--- config.mk ---
export PLATFORM = sky130hd
export DESIGN_NAME = branch_predictor_gshare_flat
export DESIGN_NICKNAME = d
export VERILOG_FILES = /design/src/rtl/branch_predictor_gshare_if.sv /design/src/rtl/branch_predictor_gshare.sv /design/src/flat_wrapper.sv
export SDC_FILE = /design/constraint.sdc
export NUM_CORES = 1
export LEC_CHECK = 0
export CAP_MARGIN = 20
export CORE_MARGIN = 5
export CORE_UTILIZATION = 40
export CTS_CLUSTER_SIZE = 20
export DETAILED_ROUTE_END_ITERATION = 10
export DONT_BUFFER_PORTS = 1
export PLACE_DENSITY = 0.54
export REMOVE_ABC_BUFFERS = 1
export SLEW_MARGIN = 20
export SYNTH_ARGS = -nofsm -noshare
export SYNTH_HDL_FRONTEND = slang
export SYNTH_SLANG_ARGS = --single-unit
--- constraint.sdc ---
create_clock -name clk -period 5.8 [get_ports clk]
set_clock_uncertainty 0.2 [all_clocks]
set_input_delay 1.74 -clock clk [delete_from_list [all_inputs] [get_ports clk]]
set_output_delay 1.74 -clock clk [all_outputs]
set_load 0.005 [all_outputs]
--- src/rtl/branch_predictor_gshare_if.sv ---
// Bundle between fetch/execute and the gshare branch predictor.
// The master side (pipeline) drives lookup, update, flush, enable and perf-clear
// requests. The slave side (predictor) returns the registered prediction and
// the perf counters. Clock and reset stay outside the bundle.
interface branch_predictor_gshare_if #(
    parameter int unsigned INDEX_BITS = 5
) ();
    logic                  en;
    logic                  lookup_valid;
    logic [INDEX_BITS-1:0] lookup_pc;
    logic                  pred_valid;
    logic                  prediction;
    logic [INDEX_BITS-1:0] pred_index;
    logic                  update_valid;
    logic [INDEX_BITS-1:0] update_index;
    logic                  update_taken;
    logic                  update_mispredict;
    logic                  flush;
    logic                  perf_clr;
    logic [15:0]           perf_lookups;
    logic [15:0]           perf_mispredicts;

    modport master (
        output en, lookup_valid, lookup_pc, update_valid, update_index, update_taken,
               update_mispredict, flush, perf_clr,
        input  pred_valid, prediction, pred_index, perf_lookups, perf_mispredicts
    );

    modport slave (
        input  en, lookup_valid, lookup_pc, update_valid, update_index, update_taken,
               update_mispredict, flush, perf_clr,
        output pred_valid, prediction, pred_index, perf_lookups, perf_mispredicts
    );
endinterface

--- src/rtl/branch_predictor_gshare.sv ---
// Dynamic branch predictor: a table of saturating counters indexed by low PC
// bits, optionally XOR-ed with a global history register (gshare mode).
// Ports:
//   clk    - clock, rising edge
//   arst_n - asynchronous active-low reset
//   bp_io  - slave side of branch_predictor_gshare_if:
//            lookup request in, registered prediction/index out (1-cycle latency),
//            resolved-branch update in, history flush, enable, perf counters.
module branch_predictor_gshare #(
    parameter int unsigned INDEX_BITS = 5,
    parameter int unsigned HIST_BITS  = 5,
    parameter int unsigned CTR_BITS   = 2,
    parameter int unsigned GSHARE     = 1
) (
    input logic                      clk,
    input logic                      arst_n,
    branch_predictor_gshare_if.slave bp_io
);
    localparam int unsigned Depth = 2 ** INDEX_BITS;
    localparam logic [CTR_BITS-1:0] CtrMax  = {CTR_BITS{1'b1}};
    localparam logic [CTR_BITS-1:0] CtrInit = CtrMax >> 1; // weakly not-taken

    if (HIST_BITS < 1 || HIST_BITS > INDEX_BITS) begin : g_bad_hist
        $error("HIST_BITS must be in 1..INDEX_BITS");
    end
    if (CTR_BITS < 2 || CTR_BITS > 4) begin : g_bad_ctr
        $error("CTR_BITS must be in 2..4");
    end

    logic [CTR_BITS-1:0]   ctr_q [Depth];
    logic [CTR_BITS-1:0]   ctr_d [Depth];
    logic [HIST_BITS-1:0]  ghr_q, ghr_d;
    logic                  pred_valid_q, pred_valid_d;
    logic                  prediction_q, prediction_d;
    logic [INDEX_BITS-1:0] pred_index_q, pred_index_d;
    logic [15:0]           lookups_q, lookups_d;
    logic [15:0]           mispredicts_q, mispredicts_d;

    logic [INDEX_BITS-1:0] lookup_idx;
    logic [CTR_BITS-1:0]   upd_ctr;

    // History is right-aligned into the low index bits.
    always_comb begin
        lookup_idx = bp_io.lookup_pc;
        if (GSHARE != 0) begin
            lookup_idx = bp_io.lookup_pc ^ INDEX_BITS'(ghr_q);
        end
    end

    assign upd_ctr = ctr_q[bp_io.update_index];

    // Counter table: reads in this cycle see the pre-update value (no bypass).
    always_comb begin
        ctr_d = ctr_q;
        if (bp_io.en && bp_io.update_valid) begin
            if (bp_io.update_taken) begin
                if (upd_ctr != CtrMax) begin
                    ctr_d[bp_io.update_index] = upd_ctr + CTR_BITS'(1);
                end
            end else if (upd_ctr != '0) begin
                ctr_d[bp_io.update_index] = upd_ctr - CTR_BITS'(1);
            end
        end
    end

    // Flush beats the shift; truncating the concatenation drops the oldest bit.
    always_comb begin
        ghr_d = ghr_q;
        if (bp_io.en) begin
            if (bp_io.flush) begin
                ghr_d = '0;
            end else if (bp_io.update_valid) begin
                ghr_d = HIST_BITS'({ghr_q, bp_io.update_taken});
            end
        end
    end

    always_comb begin
        pred_valid_d = pred_valid_q;
        prediction_d = prediction_q;
        pred_index_d = pred_index_q;
        if (bp_io.en) begin
            pred_valid_d = bp_io.lookup_valid;
            if (bp_io.lookup_valid) begin
                prediction_d = ctr_q[lookup_idx][CTR_BITS-1];
                pred_index_d = lookup_idx;
            end
        end
    end

    // Perf counters saturate; clear overrides a same-cycle increment.
    always_comb begin
        lookups_d     = lookups_q;
        mispredicts_d = mispredicts_q;
        if (bp_io.en) begin
            if (bp_io.perf_clr) begin
                lookups_d     = '0;
                mispredicts_d = '0;
            end else begin
                if (bp_io.lookup_valid && lookups_q != 16'hFFFF) begin
                    lookups_d = lookups_q + 16'd1;
                end
                if (bp_io.update_valid && bp_io.update_mispredict &&
                    mispredicts_q != 16'hFFFF) begin
                    mispredicts_d = mispredicts_q + 16'd1;
                end
            end
        end
    end

    always_ff @(posedge clk or negedge arst_n) begin
        if (!arst_n) begin
            for (int i = 0; i < Depth; i++) begin
                ctr_q[i] <= CtrInit;
            end
            ghr_q         <= '0;
            pred_valid_q  <= 1'b0;
            prediction_q  <= 1'b0;
            pred_index_q  <= '0;
            lookups_q     <= '0;
            mispredicts_q <= '0;
        end else begin
            ctr_q         <= ctr_d;
            ghr_q         <= ghr_d;
            pred_valid_q  <= pred_valid_d;
            prediction_q  <= prediction_d;
            pred_index_q  <= pred_index_d;
            lookups_q     <= lookups_d;
            mispredicts_q <= mispredicts_d;
        end
    end

    assign bp_io.pred_valid       = pred_valid_q;
    assign bp_io.prediction       = prediction_q;
    assign bp_io.pred_index       = pred_index_q;
    assign bp_io.perf_lookups     = lookups_q;
    assign bp_io.perf_mispredicts = mispredicts_q;
endmodule

--- src/flat_wrapper.sv ---
// flat-port wrapper written by rule: the top's interface ports become plain ports
module branch_predictor_gshare_flat 
#(
    parameter int unsigned INDEX_BITS = 5,
    parameter int unsigned HIST_BITS  = 5,
    parameter int unsigned CTR_BITS   = 2,
    parameter int unsigned GSHARE     = 1
)
  (clk, arst_n, bp_io_en, bp_io_lookup_valid, bp_io_lookup_pc, bp_io_update_valid, bp_io_update_index, bp_io_update_taken, bp_io_update_mispredict, bp_io_flush, bp_io_perf_clr, bp_io_pred_valid, bp_io_prediction, bp_io_pred_index, bp_io_perf_lookups, bp_io_perf_mispredicts);
  branch_predictor_gshare_if #(.INDEX_BITS(INDEX_BITS)) bp_io_i ();
  input logic clk;
  input logic arst_n;
  input wire logic [$bits(bp_io_i.en)-1:0] bp_io_en;
  input wire logic [$bits(bp_io_i.lookup_valid)-1:0] bp_io_lookup_valid;
  input wire logic [$bits(bp_io_i.lookup_pc)-1:0] bp_io_lookup_pc;
  input wire logic [$bits(bp_io_i.update_valid)-1:0] bp_io_update_valid;
  input wire logic [$bits(bp_io_i.update_index)-1:0] bp_io_update_index;
  input wire logic [$bits(bp_io_i.update_taken)-1:0] bp_io_update_taken;
  input wire logic [$bits(bp_io_i.update_mispredict)-1:0] bp_io_update_mispredict;
  input wire logic [$bits(bp_io_i.flush)-1:0] bp_io_flush;
  input wire logic [$bits(bp_io_i.perf_clr)-1:0] bp_io_perf_clr;
  output wire logic [$bits(bp_io_i.pred_valid)-1:0] bp_io_pred_valid;
  output wire logic [$bits(bp_io_i.prediction)-1:0] bp_io_prediction;
  output wire logic [$bits(bp_io_i.pred_index)-1:0] bp_io_pred_index;
  output wire logic [$bits(bp_io_i.perf_lookups)-1:0] bp_io_perf_lookups;
  output wire logic [$bits(bp_io_i.perf_mispredicts)-1:0] bp_io_perf_mispredicts;
  assign bp_io_i.en = bp_io_en;
  assign bp_io_i.lookup_valid = bp_io_lookup_valid;
  assign bp_io_i.lookup_pc = bp_io_lookup_pc;
  assign bp_io_i.update_valid = bp_io_update_valid;
  assign bp_io_i.update_index = bp_io_update_index;
  assign bp_io_i.update_taken = bp_io_update_taken;
  assign bp_io_i.update_mispredict = bp_io_update_mispredict;
  assign bp_io_i.flush = bp_io_flush;
  assign bp_io_i.perf_clr = bp_io_perf_clr;
  assign bp_io_pred_valid = bp_io_i.pred_valid;
  assign bp_io_prediction = bp_io_i.prediction;
  assign bp_io_pred_index = bp_io_i.pred_index;
  assign bp_io_perf_lookups = bp_io_i.perf_lookups;
  assign bp_io_perf_mispredicts = bp_io_i.perf_mispredicts;
  branch_predictor_gshare #(.INDEX_BITS(INDEX_BITS), .HIST_BITS(HIST_BITS), .CTR_BITS(CTR_BITS), .GSHARE(GSHARE)) u_core (.clk(clk), .arst_n(arst_n), .bp_io(bp_io_i));
endmodule
==> impl_metrics.py, run 1 <==
metrics = {
    "outcome": {
        "outcome": "complete, no violations",
    },
    "clocking": {
        "insertion_delay_ns": 0.35,
        "hold_buffers": 0,
        "cts_max_level": 3,
        "clkTransAtPathRegs_ns": 0.07,
        "cts-resized-gates": 0,
        "cts.sinks": 108,
        "cts_buffer_depth": 2,
        "post_cts_buffers": 0,
        "cts_root_buf": "clkbuf_16",
        "cts_tree": "built",
        "cts_buffers": 9,
    },
    "finish": {
        "syn_to_final_growth_pct": 7.61,
        "area.sequential_um2": 2740,
        "fill_cells": 1309,
        "insertedDiodeCount": 0,
        "multi_input_area_um2": 2780,
        "fin_nets": 515,
        "layout-drive-gt1-share_pct": 26.8,
    },
    "floorplan": {
        "die_area_um2": 16800,
        "ios": 58,
        "rows": 43,
        "die_h_um": 129,
        "die_w_um": 129,
        "core_um2": 13900,
        "start_util_pct": 41.0,
    },
    "grt": {
        "grt_pass1_vias": 3944,
        "grt_overflow": 0,
        "grt_pass1_wl_um": 21700,
        "grt_usage_pct": 16.5,
        "grt_max_degree": 109,
        "antenna_found_initial": 0,
    },
    "synth": {
        "yosys_warnings": 0,
        "synth_common_cells": "dfrtp_1 (76), mux2_2 (57), nor2_1 (51)",
        "avgSynthCellArea_um2": 11.4,
        "synth_top_area_cell": "dfrtp_1",
        "ys_ff_latch": 108,
        "netlist_area_um2": 5710,
        "synth_async_sr_flop_share_pct": 100,
        "synth.most_common_cell": "dfrtp_1",
        "ys_types": 54,
        "synth_edf_count": 0,
        "synthFlopType": "dfrtp_1",
        "synth.top_cells.by_area": "dfrtp_1 (33%), dfstp_2 (15%), mux2_2 (11%)",
        "yosysSeqAreaShare_pct": 48.0,
        "yosysTopAreaCellShare_pct": 33.3,
        "synth_cells": 499,
    },
    "detailed_routing": {
        "dr.first_iter.drc_count": 237,
        "drtAntennaViolNets": 0,
        "firstDrtPassIters": 5,
        "drt-total-wl_um": 13200,
        "drc_errors": 0,
        "drt-vias-per-instance": 5.62,
        "wl_per_cell_um": 19.5,
        "vias": 3805,
    },
    "timing": {
        "final.setup.tns_ns": 0,
        "min_period_ns": 4.83,
        "fin_ws_ns": 0.967,
        "fin_crit_sh_pct": 83.3,
        "fmax_mhz": 207,
        "final_hold_viol_count": 0,
        "slew_headroom_pct": 29.6,
        "worstMarginPinSlew_ns": 1.05,
        "maxSlewViolCount": 0,
        "finalSetupViolCount": 0,
        "rsz0062_at_grt": "false",
    },
    "worst_setup_path": {
        "slowest_stage": "mux4_1",
        "cp_data_arrival_time_ns": 4.87,
        "critPathMaxFanout": 22,
        "crit_type": "in -> reg",
        "r2r_end": "u_core.ctr_q[47]",
        "ff2ff_setup_slack_ns": 2.02,
        "cp_cell_sequence": "mux4_1 > nand2_1 > o21ai_1 > a221o_1 > nor2_4 > inv_2 > ha_1 > a211oi_2 > nor2b_1 > and2b_1 > nand2_1 > mux2_1",
        "critPathMostFrequentCell": "nand2_1",
        "worstRegToRegCells": 12,
        "crit_required_ns": 5.84,
        "endpoint": "u_core.ctr_q[47]",
        "start_kind": "input pin",
        "end_kind": "register",
        "cp-startpoint": "bp_io_update_index[0]",
        "max_stage_delay_ns": 0.52,
    },
    "power": {
        "p_switching_mw": 0.498,
        "seqPwrFrac_pct": 51.0,
        "powerDensity_nw_per_um2": 301,
        "sw_frac_of_total_pct": 26.9,
        "cellInternalPower_mw": 1.35,
        "p_clk_share_pct": 33.3,
        "p_leak_nw": 2.55,
        "peakVddDrop_v": 0.000202,
        "comb_power_share_pct": 15.7,
    },
    "placed_design": {
        "pre_cts_ws_ns": 0.554,
        "place.gp.congestion": 0.788,
        "portBuffers": 0,
        "post-dp-hpwl_um": 9140,
    },
    "hold_path": {
        "min_path_type": "reg -> reg",
        "hold_start": "u_core.ctr_q[47]",
    },
    "flow_run": {
        "cap_violations": 0,
    },
}
==> layout by cell type, fill, tap and decap left out, types with 12 or more instances in the layout <==
master	netlist	final
dfrtp_1	76	76
dfstp_2	32	32
inv_1	15	15
mux2_2	57	57
mux4_2	16	16
nand2_1	47	47
nand3_1	18	18
nand4_1	16	16
nor2_1	51	51
o21ai_0	12	12
xnor2_1	17	16
xor2_1	16	16
==> cell families (layout without fill, tap and decap cells) <==
group | after synthesis | count (layout) | share of synthesized area [%]
XOR/XNOR | 33 | 33 | 5.06
buffers and inverters | 39 | 37 | 3.33
AO/OA/AOI/OAI | 45 | 45 | 5.06
adder cells (fa/ha/maj) | 4 | 4 | 0.877
flip-flops | 108 | 108 | 48.0
multiplexers | 88 | 88 | 21.8
AND/OR/NAND/NOR | 182 | 182 | 15.8
==> cell type report <==
type / instances / share of cell area, %
Multi-Input combinational cell: 352 / 45.3
Sequential cell: 108 / 44.7
Clock buffer: 10 / 3.73
Tap cell: 180 / 3.67
Clock inverter: 6 / 1.06
Inverter: 16 / 0.978
Timing Repair Buffer: 5 / 0.611
==> power groups by stage <==
stage	clock network, mW	registers [mW]	logic, mW
2_1_floorplan	0	0.928	0.216
3_3_place_gp	0	0.954	0.287
3_5_place_dp	0	0.956	0.292
4_1_cts	0.640	0.943	0.295
5_1_grt	0.665	0.955	0.320
6_report	0.616	0.943	0.291
==> per-layer routing <==
metal	track usage (%)	up-vias	share of wire [%]
li1	-	1767	-
met1	21.8	1940	45
met3	5.11	12	7.2
met2	26.7	86	47
met5	0	-	0
met4	4.10	0	1.2
==> metrics by stage <==
step           total power [mW]  cells  hold WS (ns)  utilization (%)  instance area [µm²]
2_1_floorplan              1.14    476         0.273                -                 5580
3_3_place_gp               1.24    661         0.300             42.0                 5850
3_5_place_dp               1.25    661         0.317             42.0                 5850
4_1_cts                    1.88    677         0.334             44.1                 6140
5_1_grt                    1.94    677         0.353             44.1                 6140
6_report                   1.85    677         0.332             44.1                 6140
==> worst max-delay path, delay by kind of cell <==
family,cells,cell delay [ns]
and+or+nand+nor,5,1.25
muxes,2,0.86
AOI/OAI and AO/OA,3,0.72
adders and majority gates,1,0.22
buffers and inverters,1,0.06
==> how the worst min path moves through the flow <==
stage	endpoint	cells after the start	slack, ns
2_1_floorplan	u_core.bp_io.pred_index[0]	2	0.27
3_3_place_gp	u_core.ctr_q[47]	1	0.30
3_5_place_dp	u_core.bp_io.pred_index[2]	2	0.32
4_1_cts	u_core.bp_io.pred_index[2]	2	0.33
5_1_grt	u_core.ctr_q[49]	1	0.35
6_report	u_core.ctr_q[47]	1	0.33
(Power assumes the default switching activity.)
==> run 2, diff against run 1 <==
Clock period 5.8 ns to 4.47 ns, I/O delays scaled along.
==> impl_metrics.py, run 2 (synthesized netlist as in run 1, its figures left out) <==
metrics = {
    "grt": {
        "grt_overflow": 0,
        "antenna_found_initial": 0,
        "use_met2_pct": 26.7,
        "grt_pass1_wl_um": 21500,
        "grt.met3_usage_pct": 6.35,
        "grtUsageMet1_pct": 21.0,
        "grt_max_degree": 109,
        "grt_usage_pct": 16.4,
        "grt.busiest_layer": "met2",
        "grt_pass1_vias": 4104,
    },
    "timing": {
        "rsz0062_at_grt": "false",
        "final_hold_viol_count": 0,
        "min_period_ns": 4.15,
        "fin_crit_sh_pct": 92.9,
        "final.setup.tns_ns": 0,
        "fmax_mhz": 241,
        "finalSetupViolCount": 0,
        "worstMarginPinSlew_ns": 0.998,
        "slew_headroom_pct": 33.5,
        "maxSlewViolCount": 0,
    },
    "placed_design": {
        "place.gp.congestion": 0.805,
        "portBuffers": 0,
        "post-dp-hpwl_um": 9200,
        "placed_cells": 669,
    },
    "outcome": {
        "outcome": "complete, no violations",
    },
    "clocking": {
        "cts_max_level": 3,
        "insertion_delay_ns": 0.36,
        "cts_tree": "built",
        "cts_buffers": 9,
        "hold_buffers": 0,
        "post_cts_buffers": 0,
        "cts_buffer_depth": 2,
        "cts.sinks": 108,
        "cts-resized-gates": 0,
        "cts_root_buf": "clkbuf_16",
        "clkTransAtPathRegs_ns": 0.07,
    },
    "worst_setup_path": {
        "start_kind": "input pin",
        "critPathMostFrequentCell": "nand2_1",
        "end_kind": "register",
        "crit_required_ns": 4.50,
        "slowest_stage": "mux4_1",
        "cp_data_arrival_time_ns": 4.19,
        "crit_type": "in -> reg",
        "critPathMaxFanout": 22,
        "cp_cell_sequence": "mux4_1 > nand2_1 > o21ai_1 > a221o_1 > nor2_4 > inv_2 > ha_1 > a211oi_2 > nand2_1 > or2_2 > nor2_1 > mux2_2",
        "cp_top_family": "simple AND/OR/NAND/NOR gates",
        "crit_buf_inv": 1,
        "max_stage_delay_ns": 0.54,
    },
    "floorplan": {
        "die_area_um2": 16800,
        "die_h_um": 129,
        "rows": 43,
        "start_util_pct": 41.0,
        "core_um2": 13900,
        "ios": 58,
        "die_w_um": 129,
    },
    "detailed_routing": {
        "dr.first_iter.drc_count": 214,
        "wl_per_cell_um": 19.2,
        "drtAntennaViolNets": 0,
        "drt-vias-per-instance": 5.59,
        "drc_errors": 0,
        "drt-total-wl_um": 13200,
        "vias": 3832,
        "firstDrtPassIters": 4,
    },
    "hold_path": {
        "min_path_type": "reg -> reg",
    },
    "finish": {
        "final_common_cell": "dfrtp_1",
        "syn_to_final_growth_pct": 9.69,
        "insertedDiodeCount": 0,
        "instances_no_fill": 685,
        "fin_nets": 523,
        "mostFrequentLayoutCells": "dfrtp_1 (76), mux2_2 (57), nor2_1 (51), nand2_1 (47), dfstp_2 (32)",
        "layout-drive-gt1-share_pct": 27.9,
    },
    "power": {
        "p_leak_nw": 2.63,
        "total_power_mw": 2.55,
        "powerDensity_nw_per_um2": 407,
        "peakVddDrop_v": 0.000245,
    },
    "flow_run": {
        "cap_violations": 0,
    },
}
==> run 2: changes by cell type in the layout (fill, tap and decap cells not counted) <==
cell	before	now
clkinvlp_4	3	0
clkbuf_1	1	2
clkbuf_16	9	10
clkinv_2	0	1
bufinv_16	1	3
buf_4	5	13
clkinv_1	1	0
clkinv_4	1	0
==> run 2: area by class of cell <==
type                       instances  area [µm²]
clock inverter                     4        95.1
multi-input combinational        352        2780
timing repair buffer              13        97.6
clock buffer                      12         258
tap                              180         225
sequential                       108        2740
fill                            1304        7670
inverter                          16        60.1
==> run 2: report_power, final <==
group,switching (mW),internal (mW),total (mW)
clock,0.363,0.582,0.944
combinational,0.182,0.196,0.378
sequential,0.0948,1.13,1.22
==> run 2: through the flow <==
stage / cell area, µm² / worst slack, ns / hold slack (ns) / utilization [%]
global placement: 5910 / 0.0243 / 0.295 / 42.4
detailed placement: 5910 / -0.0432 / 0.314 / 42.4
CTS: 6260 / 0.335 / 0.329 / 44.9
floorplan: 5580 / -0.0592 / 0.273 / -
global route: 6260 / 0.140 / 0.354 / 44.9
finish: 6260 / 0.316 / 0.327 / 44.9
==> run 2: path summary, 6_finish.rpt <==
path / start / to / slack [ns] / cells past startpoint
worst min register to register: u_core.ctr_q[59] / u_core.ctr_q[59] / 0.33 / 1
min in group asynchronous: arst_n / u_core.bp_io.perf_mispredicts[2] / 0.47 / 0
worst max register to register: u_core.ctr_q[13] / u_core.ctr_q[5] / 0.94 / 11
worst min-delay path: u_core.ctr_q[59] / u_core.ctr_q[59] / 0.33 / 1
worst max-delay path: bp_io_update_index[0] / u_core.ctr_q[5] / 0.32 / 12
max in group asynchronous: arst_n / asynchronous set/reset pin / 3.37 / 0
==> run 2: metal layers <==
metal | wire [µm] | vias up
li1 | - | 1792
met1 | 5770 | 1932
met2 | 6120 | 96
met3 | 1120 | 12
met4 | 146 | 0
met5 | 0 | -
==> run 3, diff against run 2 <==
Settings changed: ABC_AREA from default to 1, CORE_UTILIZATION 40 to 42, PLACE_DENSITY 0.54 to 0.56.
==> impl_metrics.py, run 3 <==
metrics = {
    "outcome": {
        "outcome": "complete, no violations",
    },
    "synth": {
        "ys_ff_latch": 108,
        "muxShareOfSynthArea_pct": 0,
        "synth.top_cells.by_area": "dfrtp_1 (31%), nand2_1 (17%), dfstp_2 (14%)",
        "synth_edf_count": 0,
        "synth.most_common_cell": "nand2_1",
        "synth_common_cells": "nand2_1 (272), inv_1 (89), dfrtp_1 (76)",
        "synth_cells": 815,
        "yosys_warnings": 0,
        "avgSynthCellArea_um2": 7.56,
        "synthSimpleGateAreaFrac_pct": 33.7,
        "synth_compound_area_share_pct": 10.1,
        "synth_top_family_by_area": "simple AND/OR/NAND/NOR gates",
        "synth_async_sr_flop_share_pct": 100,
        "synth-xor-area-share_pct": 3.13,
        "yosysTopAreaCellShare_pct": 30.9,
        "synth_fa_ha_area_share_pct": 0.812,
        "synthFlopType": "dfrtp_1",
        "yosysSeqAreaShare_pct": 44.5,
        "netlist_area_um2": 6160,
        "ys_types": 31,
        "synth_top_area_cell": "dfrtp_1",
    },
    "grt": {
        "grt_usage_pct": 20.0,
        "grt_pass1_vias": 5390,
        "grt_max_degree": 109,
        "antenna_found_initial": 0,
        "grt_pass1_wl_um": 28300,
        "grt_overflow": 0,
    },
    "detailed_routing": {
        "drtAntennaViolNets": 0,
        "vias": 5443,
        "firstDrtPassIters": 5,
        "drc_errors": 0,
        "route.top_layer_used": "met4",
        "wl_per_cell_um": 17.0,
        "m1WireLength_um": 7580,
        "dr.first_iter.drc_count": 398,
        "wl_met2_um": 7570,
        "drt-vias-per-instance": 5.43,
        "routed-wl-met3_um": 1310,
        "drt-total-wl_um": 17100,
    },
    "timing": {
        "fin_crit_sh_pct": 80.5,
        "finalSetupViolCount": 0,
        "maxSlewViolCount": 0,
        "min_period_ns": 3.60,
        "slew_headroom_pct": 42.8,
        "rsz0062_at_grt": "false",
        "final.setup.tns_ns": 0,
        "final_hold_viol_count": 0,
        "worstMarginPinSlew_ns": 0.852,
        "fmax_mhz": 278,
    },
    "clocking": {
        "cts_buffer_depth": 2,
        "insertion_delay_ns": 0.37,
        "cts_root_buf": "clkbuf_16",
        "hold_buffers": 0,
        "cts_tree": "built",
        "cts.sinks": 108,
        "cts_max_level": 3,
        "clkTransAtPathRegs_ns": 0.07,
        "cts-resized-gates": 0,
        "cts_buffers": 9,
        "post_cts_buffers": 0,
    },
    "worst_setup_path": {
        "crit_buf_inv": 5,
        "crit_required_ns": 4.57,
        "slowest_stage": "nor2_4",
        "cp_data_arrival_time_ns": 3.70,
        "crit_type": "in -> reg",
        "cp_top_family": "simple AND/OR/NAND/NOR gates",
        "cp_cell_sequence": "nor2_4 > inv_1 > o22ai_1 > o21ai_0 > nand2_1 > inv_1 > nand3_1 > inv_1 > ha_1 > inv_1 > nor2_1 > a211oi_1 > inv_1 > nor2_4 > nand2_1 > nand3b_1 > nand2_1",
        "critPathMostFrequentCell": "inv_1",
        "start_kind": "input pin",
        "max_stage_delay_ns": 0.27,
        "critPathMaxFanout": 10,
        "end_kind": "register",
    },
    "finish": {
        "layout-drive-gt1-share_pct": 9.28,
        "fin_nets": 837,
        "insertedDiodeCount": 0,
        "final_common_cell": "nand2_1",
        "mostFrequentLayoutCells": "nand2_1 (272), inv_1 (89), dfrtp_1 (76), o21ai_0 (70), nand3_1 (68)",
        "syn_to_final_growth_pct": 7.43,
        "fill_cells": 1462,
    },
    "flow_run": {
        "cap_violations": 0,
    },
    "floorplan": {
        "die_w_um": 131,
        "ios": 58,
        "die_h_um": 131,
        "die_area_um2": 17200,
        "rows": 44,
        "core_um2": 14500,
        "start_util_pct": 42.6,
    },
    "power": {
        "powerDensity_nw_per_um2": 370,
        "peakVddDrop_v": 0.000170,
        "total_power_mw": 2.45,
        "p_leak_nw": 3.00,
    },
    "placed_design": {
        "portBuffers": 0,
        "place.gp.congestion": 0.924,
        "post-dp-hpwl_um": 12000,
    },
    "hold_path": {
        "min_path_type": "reg -> reg",
    },
}
==> run 3: cell types whose count changed in the layout (fill, tap and decap cells not counted), sizes merged, moves of 8 or more <==
cell,before,now
inv,16,95
nor3,3,18
o21ai,13,70
xnor2,17,6
nand2,47,276
mux4,21,0
nand3,18,68
nand3b,2,33
mux2,64,0
o22ai,6,14
a22oi,2,18
==> run 3: path summary, 6_finish.rpt <==
kind	startpoint	to	slack, ns	depth (start not counted)
min reg2reg	register	register	0.27	2
min	register	register	0.27	2
min in group asynchronous	arst_n	u_core.bp_io.perf_mispredicts[5]	0.46	0
max	bp_io_update_index[0]	register	0.87	17
max in group asynchronous	arst_n	asynchronous set/reset pin	3.35	0
max reg2reg	register	register	1.80	16
==> run 3: metal layers <==
| metal | global-route usage, % | up-vias |
|---|---|---|
| li1 | - | 2644 |
| met1 | 27.3 | 2557 |
| met2 | 30.2 | 198 |
| met3 | 4.20 | 44 |
| met4 | 9.58 | 0 |
| met5 | 0 | - |
==> run 3: cell type report <==
cell class	instances	area [µm²]	area share (%)
Clock inverter	7	76.3	1.15
Tap cell	184	230	3.48
Sequential cell	108	2740	41.4
Timing Repair Buffer	6	45.0	0.680
Clock buffer	9	225	3.40
Multi-Input combinational cell	595	2950	44.5
Inverter	94	353	5.33
==> run 3: where the power goes <==
group          total [mW]  switching (mW)  internal, mW
combinational       0.409           0.276         0.133
sequential           1.21          0.0876          1.12
clock               0.831           0.393         0.438
==> run 3: worst reg2reg max path, cell delays in order (launching register included) <==
cell and delay, ns:
dfstp_2 0.57, a22oi_1 0.10, nand2_1 0.09, nand2_1 0.05
nand2_1 0.10, nor2_4 0.05, nand2_1 0.09, inv_1 0.05
ha_1 0.18, inv_1 0.05, nor2_1 0.03, a211oi_1 0.15
inv_1 0.19, nor2_4 0.27, nand2_1 0.16, nand3b_1 0.19
nand2_1 0.09
==> run 3: cell families (layout without fill, tap and decap cells) <==
family	Yosys count	count (layout)
AND/OR/NAND/NOR	459	459
buffers and inverters	112	116
adder cells (fa/ha/maj)	4	4
AO/OA/AOI/OAI	110	110
XOR/XNOR	22	22
flip-flops	108	108
==> run 3: metrics by stage <==
| step | hold WS, ns | setup WS [ns] | utilization (%) | area (µm²) | instances |
|---|---|---|---|---|---|
| after floorplan | 0.247 | 0.281 | - | 6040 | 797 |
| after global placement | 0.256 | 0.494 | 43.6 | 6320 | 987 |
| after detailed placement | 0.257 | 0.532 | 43.6 | 6320 | 987 |
| after CTS | 0.270 | 0.899 | 45.7 | 6620 | 1003 |
| after global routing | 0.279 | 0.618 | 45.7 | 6620 | 1003 |
| final | 0.268 | 0.873 | 45.7 | 6620 | 1003 |
